$ cat config.mk
export PLATFORM = sky130hd
export DESIGN_NAME = fx3_fifo_arbiter
export DESIGN_NICKNAME = d
export VERILOG_FILES = /design/src/rtl/fx3_arb_pkg.sv /design/src/rtl/fx3_arb_timer.sv /design/src/rtl/fx3_fifo_arbiter.sv
export SDC_FILE = /design/constraint.sdc
export NUM_CORES = 1
export LEC_CHECK = 0
export ABC_AREA = 1
export CORE_UTILIZATION = 48
export DETAILED_ROUTE_END_ITERATION = 6
export GPL_TIMING_DRIVEN = 0
export HOLD_SLACK_MARGIN = 0.08
export MAX_ROUTING_LAYER = met4
export PLACE_DENSITY = 0.75
export SLEW_MARGIN = 20
export SYNTH_ARGS = -nofsm -noshare
export SYNTH_HDL_FRONTEND = slang
export SYNTH_SLANG_ARGS = --single-unit
$ cat constraint.sdc
create_clock -name clk_100 -period 1.59 [get_ports clk_100]
set_input_delay 0.159 -clock clk_100 [delete_from_list [all_inputs] [get_ports clk_100]]
set_output_delay 0.159 -clock clk_100 [all_outputs]
set_load 0.02 [all_outputs]
$ cat src/rtl/fx3_arb_pkg.sv
// Shared definitions for the FX3 slave-FIFO arbiter.
//   arb_state_t          : arbiter state encoding
//   OWNER_RD / OWNER_WR  : last_owner encoding (used for tie-breaking)
//   DEF_RD_ADDR/WR_ADDR  : default consumer / producer socket addresses
//   tmr_width()          : width for a down-counter holding values 0..n-1
package fx3_arb_pkg;

    typedef enum logic [2:0] {
        ARB_IDLE  = 3'd0,
        ARB_SETUP = 3'd1,
        ARB_RD    = 3'd2,
        ARB_WR    = 3'd3,
        ARB_TURN  = 3'd4
    } arb_state_t;

    localparam logic OWNER_RD = 1'b1;
    localparam logic OWNER_WR = 1'b0;

    localparam logic [1:0] DEF_RD_ADDR = 2'd3;
    localparam logic [1:0] DEF_WR_ADDR = 2'd0;

    // Width of a counter that must hold n-1 (never less than 1 bit).
    function automatic int tmr_width(input int n);
        return (n <= 2) ? 1 : $clog2(n);
    endfunction

endpackage

$ cat src/rtl/fx3_arb_timer.sv
// Loadable down-counter with a zero flag. Once loaded it counts down by one
// per cycle and parks at zero; zero is asserted while the count is 0.
// Ports:
//   clk_100  in  clock (rising edge)
//   reset_   in  asynchronous active-low reset (count -> 0)
//   load     in  load load_val this cycle (takes priority over counting)
//   load_val in  W-bit value to load
//   zero     out count == 0
module fx3_arb_timer #(
    parameter int W = 2
) (
    input  logic         clk_100,
    input  logic         reset_,
    input  logic         load,
    input  logic [W-1:0] load_val,
    output logic         zero
);

    logic [W-1:0] cnt;

    always_ff @(posedge clk_100 or negedge reset_) begin
        if (!reset_)
            cnt <= '0;
        else if (load)
            cnt <= load_val;
        else if (cnt != '0)
            cnt <= cnt - 1'b1;
    end

    assign zero = (cnt == '0);

endmodule

$ cat src/rtl/fx3_fifo_arbiter.sv
// FX3 slave-FIFO bus arbiter between the stream-OUT read sequencer and the
// stream-IN write sequencer. Drives faddr, holds it stable for ADDR_SETUP
// cycles before granting, inserts TURN_CYC idle cycles after every release,
// lets the other side preempt after MAX_BURST owned cycles, and gates the
// FX3 strobes with the grants.
// Optional build macro: FX3_ARB_STATS_EN adds rd_grant_cnt / wr_grant_cnt.
// Ports:
//   clk_100, reset_                 clock, async active-low reset
//   rd_req, wr_req                  bus requests (held while busy)
//   rd_slrd_, rd_sloe_              read sequencer strobe requests
//   wr_slwr_, wr_pktend_            write sequencer strobe requests
//   rd_gnt, wr_gnt                  registered grants (never both 1)
//   faddr                           registered FX3 FIFO address
//   slrd_, sloe_, slwr_, pktend_    gated FX3 strobes, active-low
//   dq_oe                           FPGA drives dq (only while in ARB_WR)
//   busy                            arbiter not idle
//   rd_grant_cnt, wr_grant_cnt      grant counters (FX3_ARB_STATS_EN only)
module fx3_fifo_arbiter
    import fx3_arb_pkg::*;
#(
    parameter logic [1:0] RD_ADDR    = DEF_RD_ADDR,
    parameter logic [1:0] WR_ADDR    = DEF_WR_ADDR,
    parameter int         ADDR_SETUP = 2,
    parameter int         TURN_CYC   = 3,
    parameter int         MAX_BURST  = 1024,
    parameter int         BURST_W    = 11
) (
    input  logic       clk_100,
    input  logic       reset_,
    input  logic       rd_req,
    input  logic       wr_req,
    input  logic       rd_slrd_,
    input  logic       rd_sloe_,
    input  logic       wr_slwr_,
    input  logic       wr_pktend_,
    output logic       rd_gnt,
    output logic       wr_gnt,
    output logic [1:0] faddr,
    output logic       slrd_,
    output logic       sloe_,
    output logic       slwr_,
    output logic       pktend_,
    output logic       dq_oe,
    output logic       busy
`ifdef FX3_ARB_STATS_EN
   ,output logic [15:0] rd_grant_cnt,
    output logic [15:0] wr_grant_cnt
`endif
);

    localparam int TMR_MAX = (ADDR_SETUP > TURN_CYC) ? ADDR_SETUP : TURN_CYC;
    localparam int TMR_W   = tmr_width(TMR_MAX);

    // The timer is loaded with N-1 on the entry edge: the state then lasts
    // N cycles, leaving on the edge where the timer already reads zero.
    localparam logic [TMR_W-1:0]   SETUP_LOAD = TMR_W'(ADDR_SETUP - 1);
    localparam logic [TMR_W-1:0]   TURN_LOAD  = TMR_W'(TURN_CYC - 1);
    localparam logic [BURST_W-1:0] BURST_LAST = BURST_W'(MAX_BURST - 1);

    arb_state_t          state;
    logic                cur_rd;      // side being set up / owning the bus
    logic                last_owner;
    logic [BURST_W-1:0]  burst_cnt;

    logic own_req, other_req, burst_full, pick_rd;
    logic setup_go, grant_go, to_turn;
    logic tmr_load, tmr_zero;
    logic [TMR_W-1:0] tmr_val;

    assign own_req    = cur_rd ? rd_req : wr_req;
    assign other_req  = cur_rd ? wr_req : rd_req;
    assign burst_full = (burst_cnt == BURST_LAST);
    // On a tie the side that did not own the bus last goes first.
    assign pick_rd    = rd_req && (!wr_req || (last_owner == OWNER_WR));

    assign setup_go = (state == ARB_IDLE) && (rd_req || wr_req);
    assign to_turn  = ((state == ARB_SETUP) && !own_req) ||
                      (((state == ARB_RD) || (state == ARB_WR)) &&
                       (!own_req || (burst_full && other_req)));
    assign grant_go = (state == ARB_SETUP) && own_req && tmr_zero;

    assign tmr_load = setup_go || to_turn;
    assign tmr_val  = setup_go ? SETUP_LOAD : TURN_LOAD;

    fx3_arb_timer #(.W(TMR_W)) u_timer (
        .clk_100  (clk_100),
        .reset_   (reset_),
        .load     (tmr_load),
        .load_val (tmr_val),
        .zero     (tmr_zero)
    );

    always_ff @(posedge clk_100 or negedge reset_) begin
        if (!reset_) begin
            state      <= ARB_IDLE;
            cur_rd     <= 1'b0;
            last_owner <= OWNER_WR;
            burst_cnt  <= '0;
            rd_gnt     <= 1'b0;
            wr_gnt     <= 1'b0;
            dq_oe      <= 1'b0;
            faddr      <= WR_ADDR;
        end else begin
            case (state)
                ARB_IDLE: begin
                    if (setup_go) begin
                        state  <= ARB_SETUP;
                        cur_rd <= pick_rd;
                        faddr  <= pick_rd ? RD_ADDR : WR_ADDR;
                    end
                end
                ARB_SETUP: begin
                    if (to_turn) begin
                        state <= ARB_TURN;
                    end else if (grant_go) begin
                        burst_cnt <= '0;
                        if (cur_rd) begin
                            state      <= ARB_RD;
                            rd_gnt     <= 1'b1;
                            last_owner <= OWNER_RD;
                        end else begin
                            state      <= ARB_WR;
                            wr_gnt     <= 1'b1;
                            dq_oe      <= 1'b1;
                            last_owner <= OWNER_WR;
                        end
                    end
                end
                ARB_RD, ARB_WR: begin
                    if (to_turn) begin
                        state  <= ARB_TURN;
                        rd_gnt <= 1'b0;
                        wr_gnt <= 1'b0;
                        dq_oe  <= 1'b0;
                    end else if (!burst_full) begin
                        burst_cnt <= burst_cnt + 1'b1;
                    end
                end
                ARB_TURN: begin
                    if (tmr_zero)
                        state <= ARB_IDLE;
                end
                default: begin
                    state  <= ARB_IDLE;
                    rd_gnt <= 1'b0;
                    wr_gnt <= 1'b0;
                    dq_oe  <= 1'b0;
                end
            endcase
        end
    end

    // Strobes pass only while the matching grant is held; reset clears the
    // grants asynchronously so every strobe goes high at once.
    assign slrd_   = rd_gnt ? rd_slrd_   : 1'b1;
    assign sloe_   = rd_gnt ? rd_sloe_   : 1'b1;
    assign slwr_   = wr_gnt ? wr_slwr_   : 1'b1;
    assign pktend_ = wr_gnt ? wr_pktend_ : 1'b1;

    assign busy = (state != ARB_IDLE);

`ifdef FX3_ARB_STATS_EN
    always_ff @(posedge clk_100 or negedge reset_) begin
        if (!reset_) begin
            rd_grant_cnt <= '0;
            wr_grant_cnt <= '0;
        end else if (grant_go) begin
            if (cur_rd) rd_grant_cnt <= rd_grant_cnt + 16'd1;
            else        wr_grant_cnt <= wr_grant_cnt + 16'd1;
        end
    end
`endif

endmodule
==> out/results.tsv, run 1 <==
stage	metric	value	unit
timing	period_share	1.01	
synth	seq_area_frac_synth	0.382	
pwr	p_comb_frac	0.649	
route	drtAntennaViolNets	0	
run	maxCapViolations	0	
layout	finalInstanceArea	0.00173	mm^2
timing	setup_slack	-0.0170	ns
route	dr.pass1.iters	4	
route	routed_via_density	5.14	
synth	syn-instance-count	175	
placed_design	io_buffers	17	
clock_tree	numCtsBuffers	3	
synth	synth_nets	185	
critical_path	worstPathRequired	1.80	ns
clock_tree	tritoncts	yes	
timing	slew_viol_final	0	
route	post-route-drc-count	0	
grt	grt_pass1_wl	4.61	mm
route	drt-initial-drc-count	40	
clock_tree	cts_hold_buf	0	
timing	worstMarginPinSlew	0.899	ns
pwr	finalPower	3.06	mW
critical_path	start_kind	register	
timing	slew_headroom	0.399	
synth	yosysWarnings	0	
layout	drive_gt1_frac	0.300	
layout	antenna_cells	0	
route	wl_per_cell	12.3	um
placed_design	dp.final_hpwl	2.01	mm
grt	antenna_found_initial	0	
pwr	seqPwrFrac	0.250	
die	core-area	0.00252	mm^2
critical_path	critPathKind	reg2reg	
clock_tree	insertion_delay	0.31	ns
pwr	swShare	0.453	
synth	ys_top_cells_by_count	nand2_1, dfrtp_1, nor2_1	
synth	synth_top_area_cell	dfrtp_1	
placed_design	dpl_worst_slack	-0.156	ns
critical_path	cp_max_fo	10	
clock_tree	root_buffer	clkbuf_4	
timing	final_hold_viol_count	0	
pwr	p_sw	1.39	mW
critical_path	worstPathArrival	1.81	ns
outcome	status	finished with violations	
timing	finClkSkew	0.00573	ns
pwr	irDropWorstVdd	1500	uV
clock_tree	clockBufferDepth	2	
die	num_io_pins	18	
grt	grt.overflow.total	0	
route	routed_wl	2.94	mm
timing	rsz0062_at_grt	yes	
layout	nets	221	
outcome	failed_checks	setup timing	
critical_path	worst-path-buf-inv	3	
grt	first_global_vias	1123	
synth	netlist_area	0.00131	mm^2
timing	fmax	622	MHz
layout	final_util	0.686	
die	die-area	0.00294	mm^2
die	die_w	54.3	um
synth	avgSynthCellArea	7.49	um^2
synth	synth_most_common_cell	nand2_1	
clock_tree	clock-sinks	20	
layout	syn_to_final_growth	31.9	%
min_path	hold_path.class	in2async	
synth	netlist.area_leader.share	0.382	
pwr	internal_power	1.67	mW
pwr	clockPowerShare	0.100	
critical_path	crit_top_cell	nand2_4	
synth	ys.flop_type	dfrtp_1	
timing	fin_crit	1.61	ns
grt	grt.total_usage	0.229	
route	vias	1234	
clock_tree	cts_max_level	1	
critical_path	worstPathCellList	nand2_4, inv_4, nand3_2, inv_2, nand2_4, nand2_4, nor2_4, nand2_4, buf_4, nand2_1, o21ai_0	
critical_path	slowest_delay	0.48	ns
placed_design	dpl_cell_area	0.00152	mm^2
synth	async_reset_ff_frac	1.00	
placed_design	gp_congestion	0.930	
pwr	power_leakage	0.886	nW
die	fp-row-count	18	
critical_path	end_kind	register	
timing	setup_viol	7	
critical_path	slowest_stage	dfrtp_2	
critical_path	crit_family	simple AND/OR/NAND/NOR gates	
synth	ys_ff_latch	20	
synth	synth-edff-count	0	
timing	hold-worst-slack	0.338	ns
synth	synth_cell_types	25	
die	start_util	0.520	
grt	grt_max_degree	21	
clock_tree	cts.clk_slew.worst_paths	0.12	ns
die	die_h	54.3	um
synth	synth_area_leaders	dfrtp_1, nand2_1, nor2_1, inv_1, xor2_1	
pwr	p_per_area	1770	mW/mm^2
==> metrics by stage <==
step	instances	setup TNS (ns)
2_1_floorplan	175	0
3_3_place_gp	222	-0.922
3_5_place_dp	222	-1.29
4_1_cts	235	-0.0353
5_1_grt	240	-1.12
6_report	240	-0.0795
==> flip-flops by register name (all words and copies together) (netlist names) <==
signal	cells
faddr	1
u_timer.cnt	2
state	3
last_owner	1
dq_oe	1
burst_cnt	11
rd_gnt	1
==> worst paths after layout <==
check                                  to        from  slack [ns]  depth (start not counted)
setup / recovery             burst_cnt[0]    state[1]       -0.02                         11
hold / removal             u_timer.cnt[1]      reset_        0.34                          1
setup reg to reg             burst_cnt[0]    state[1]       -0.02                         11
hold reg to reg                last_owner  last_owner        0.53                          1
max in group asynchronous        state[2]      reset_        0.65                          1
min in group clk_100             faddr[0]      wr_req        0.51                          4
==> metal layers <==
layer | part of all wire | vias up | routed length, um | GRT usage
li1 | - | 608 | - | -
met1 | 0.41 | 575 | 1190 | 0.263
met2 | 0.52 | 44 | 1540 | 0.388
met3 | 0.052 | 7 | 154 | 0.0389
met4 | 0.019 | 0 | 55 | 0.107
met5 | 0 | - | 0 | -
==> kinds of logic after synthesis <==
family | after synthesis | synth area share
AO/OA/AOI/OAI | 19 | 0.0897
XOR/XNOR | 9 | 0.0601
adder cells (fa/ha/maj) | 2 | 0.0191
buffers and inverters | 27 | 0.0935
flip-flops | 20 | 0.382
AND/OR/NAND/NOR | 98 | 0.356
==> power by group through the flow <==
stage	Sequential, mW	Clock, mW	Combinational, mW
finish	0.766	0.307	1.99
global route	0.781	0.335	2.19
CTS	0.746	0.305	1.75
detailed placement	0.776	0	1.56
global placement	0.767	0	1.51
floorplan	0.777	0	1.11
==> worst reg2reg max path, cell delays in order (launching register included) <==
cell and delay [ns]:
dfrtp_2 0.48, nand2_4 0.17, inv_4 0.08, nand3_2 0.09, inv_2 0.05, nand2_4 0.07, nand2_4 0.06, nor2_4 0.12
nand2_4 0.10, buf_4 0.15, nand2_1 0.04, o21ai_0 0.07
==> layout make-up <==
| cell class | instances | area [um^2] |
|---|---|---|
| multi-input cells | 128 | 728 |
| inverters | 23 | 91.3 |
| clock buffers | 4 | 36.3 |
| plain buffers | 4 | 37.5 |
| fillers | 201 | 793 |
| repair buffers | 31 | 294 |
| well taps | 30 | 37.5 |
| flip-flops and latches | 20 | 504 |
==> layout by cell type (no fill, tap or decap), drive strengths merged <==
cell type       n
xor2            7
dfrtp          20
nand2          63
o21ai          12
ha              2
clkdlybuf4s50   9
dlymetal6s2s    3
buf            17
clkbuf          6
nor2           22
o22ai           1
xnor2           2
a21oi           5
or2             4
inv            23
o21a            1
dlygate4sd2     4
nand4           2
nand3           7
==> what timing repair did <==
action,CTS,global route
endpoints found under the setup margin,17,19
endpoints found under the hold margin,0,0
pin swaps,4,5
setup buffers,9,4
resized for setup,12,17
gates cloned,0,1
No activity file was read; power rests on OpenSTA's default activity.
==> run 2: changes to the inputs <==
--- a/constraint.sdc
+++ b/constraint.sdc
@@ -3,2 +3,2 @@
 set_output_delay 0.159 -clock clk_100 [all_outputs]
-set_load 0.02 [all_outputs]
+set_load 0.05 [all_outputs]
==> out/results.tsv, run 2 (same netlist as run 1, synthesis figures left out) <==
stage	metric	value	unit	change
route	wl_per_cell	12.5	um	+2.1%
timing	period_share	1.01		-0.00342
die	die_h	54.3	um	unchanged
timing	finClkSkew	0.00117	ns	-0.00457 ns
layout	fill_cells	192		-4.5%
timing	setup-tns-final	-0.0404	ns	+0.0390 ns
die	die_w	54.3	um	unchanged
critical_path	worst-path-buf-inv	2		-1
critical_path	worstPathRequired	1.79	ns	about the same
pwr	p_sw	1.65	mW	+19%
timing	rsz0062_at_grt	yes		
layout	layout_common_cells	nand2_1, buf_4, dfrtp_1, inv_1, nor2_1		
pwr	swShare	0.498		+0.0451
clock_tree	root_buffer	clkbuf_4		
critical_path	rrSetupSlack	-0.01	ns	about the same
critical_path	critPathKind	reg2reg		
critical_path	timing.rr.start	burst_cnt[1]		
grt	grt_max_degree	21		unchanged
pwr	power_leakage	0.892	nW	+0.71%
die	num_io_pins	18		unchanged
route	drtAntennaViolNets	0		unchanged
pwr	p_comb_frac	0.679		+0.030
critical_path	start_kind	register		
pwr	seqPwrFrac	0.232		-0.018
timing	slew_viol_final	0		unchanged
die	fp-row-count	18		unchanged
outcome	status	finished with violations		
clock_tree	cts_hold_buf	0		unchanged
timing	setup_viol	7		unchanged
placed_design	gp_congestion	0.930		unchanged
pwr	finalPower	3.31	mW	+8.1%
route	routed_via_density	5.09		-0.93%
layout	drive_gt1_frac	0.353		+0.0535
route	drt-initial-drc-count	42		+5.0%
timing	worstMarginPinSlew	0.893	ns	-0.00603 ns
clock_tree	insertion_delay	0.30	ns	about the same
layout	regArea	503	um^2	-0.25%
clock_tree	cts_max_level	1		unchanged
critical_path	worstPathCellList	ha_2, inv_2, nor2_4, nand2_4, nor2_4, nand2_4, nand2_4, nor2_4, nand2_4, clkbuf_16, o21ai_2		
clock_tree	numCtsBuffers	3		unchanged
placed_design	io_buffers	17		unchanged
layout	syn_to_final_growth	34.2	%	
min_path	hold_path.class	in2async		
critical_path	crit_top_cell	nand2_4		
critical_path	slowest_delay	0.37	ns	-0.11 ns
pwr	internal_power	1.66	mW	-0.84%
critical_path	worstPathArrival	1.80	ns	about the same
pwr	clockPowerShare	0.089		-0.011
critical_path	reg2regPathDepth	11		unchanged
layout	nets	226		+2.3%
route	vias	1248		+1.1%
layout	top_regs	burst_cnt (11), state (3), u_timer.cnt (2)		
clock_tree	clock-sinks	20		unchanged
critical_path	reg2reg_to	burst_cnt[2]		
critical_path	slowest_stage	dfrtp_1		
critical_path	end_kind	register		
layout	mostFrequentLayoutCell	nand2_1		
critical_path	cp_max_fo	7		-3
layout	largest_register_ffs	11		unchanged
timing	fin_crit	1.60	ns	-0.00544 ns
route	routed_wl	3.06	mm	+4.2%
die	start_util	0.520		unchanged
grt	grt.overflow.total	0		unchanged
grt	grt_pass1_wl	4.52	mm	-2.0%
route	post-route-drc-count	0		unchanged
layout	antenna_cells	0		unchanged
grt	grt.total_usage	0.224		-0.00543
die	core-area	0.00252	mm^2	unchanged
clock_tree	tritoncts	yes		
clock_tree	clockBufferDepth	2		unchanged
placed_design	dp.final_hpwl	2.01	mm	unchanged
run	maxCapViolations	0		unchanged
timing	setup_slack	-0.0116	ns	+0.00544 ns
timing	fmax	624	MHz	+0.34%
route	dr.pass1.iters	4		unchanged
pwr	irDropWorstVdd	1470	uV	-1.9%
outcome	failed_checks	setup timing		
layout	regMostFlops	burst_cnt		
layout	final_util	0.697		+0.0119
grt	antenna_found_initial	0		unchanged
critical_path	crit_family	simple AND/OR/NAND/NOR gates		
timing	hold-worst-slack	0.352	ns	+0.0138 ns
critical_path	startpoint	burst_cnt[1]		
timing	final_hold_viol_count	0		unchanged
die	die-area	0.00294	mm^2	unchanged
grt	first_global_vias	1084		-3.5%
clock_tree	cts.clk_slew.worst_paths	0.11	ns	about the same
pwr	p_per_area	1880	mW/mm^2	+6.2%
layout	multiInputGateArea	746	um^2	+2.4%
timing	slew_headroom	0.403		+0.00403
==> run 2: changes by cell type in the layout (fill, tap and decap cells not counted), moves of 2 or more <==
cell / delta
nand2_2: +4
dlymetal6s2s_1: -3
buf_2: +2
nand2_1: -4
buf_4: +6
clkdlybuf4s15_2: +3
clkdlybuf4s50_1: -2
==> run 2: power groups by stage <==
| stage | registers, mW | logic [mW] | clock network (mW) |
|---|---|---|---|
| 2_1_floorplan | 0.826 | 1.29 | 0 |
| 3_3_place_gp | 0.767 | 1.74 | 0 |
| 3_5_place_dp | 0.776 | 1.79 | 0 |
| 4_1_cts | 0.759 | 1.89 | 0.305 |
| 5_1_grt | 0.780 | 2.43 | 0.328 |
| 6_report | 0.767 | 2.24 | 0.296 |
==> run 2: area by class of cell <==
cell class              instances  area share
multi-input cells             128       0.424
repair buffers                 36       0.176
well taps                      30      0.0213
inverters                      23      0.0505
clock buffers                   4      0.0206
flip-flops and latches         20       0.286
plain buffers                   4      0.0213
==> run 2: repair_timing <==
item | CTS | global route
pin swaps | 3 | 10
buffers inserted | 5 | 13
gates resized for setup | 27 | 20
gates cloned | 0 | 1
endpoints found under the setup margin | 20 | 20
==> run 2: how the worst max path moves through the flow <==
stage / slack (ns) / depth (start not counted) / to
floorplan: 0.06 / 12 / burst_cnt[4]
global placement: -0.12 / 11 / burst_cnt[4]
detailed placement: -0.16 / 11 / burst_cnt[4]
CTS: -0.20 / 5 / busy
global route: -0.08 / 10 / burst_cnt[10]
finish: -0.01 / 11 / burst_cnt[2]
==> run 2: through the flow <==
| stage | instance area (um^2) | setup slack (ns) | instances |
|---|---|---|---|
| after floorplan | 1310 | 0.0631 | 175 |
| after global placement | 1520 | -0.117 | 222 |
| after detailed placement | 1520 | -0.156 | 222 |
| after CTS | 1620 | -0.203 | 231 |
| after global routing | 1760 | -0.0802 | 245 |
| final | 1760 | -0.0116 | 245 |
==> run 2: routing by layer <==
metal | track usage | wire, um
met1 | 0.263 | 1310
met4 | 0.0812 | 36
met3 | 0.0278 | 164
met2 | 0.390 | 1560
met5 | - | 0
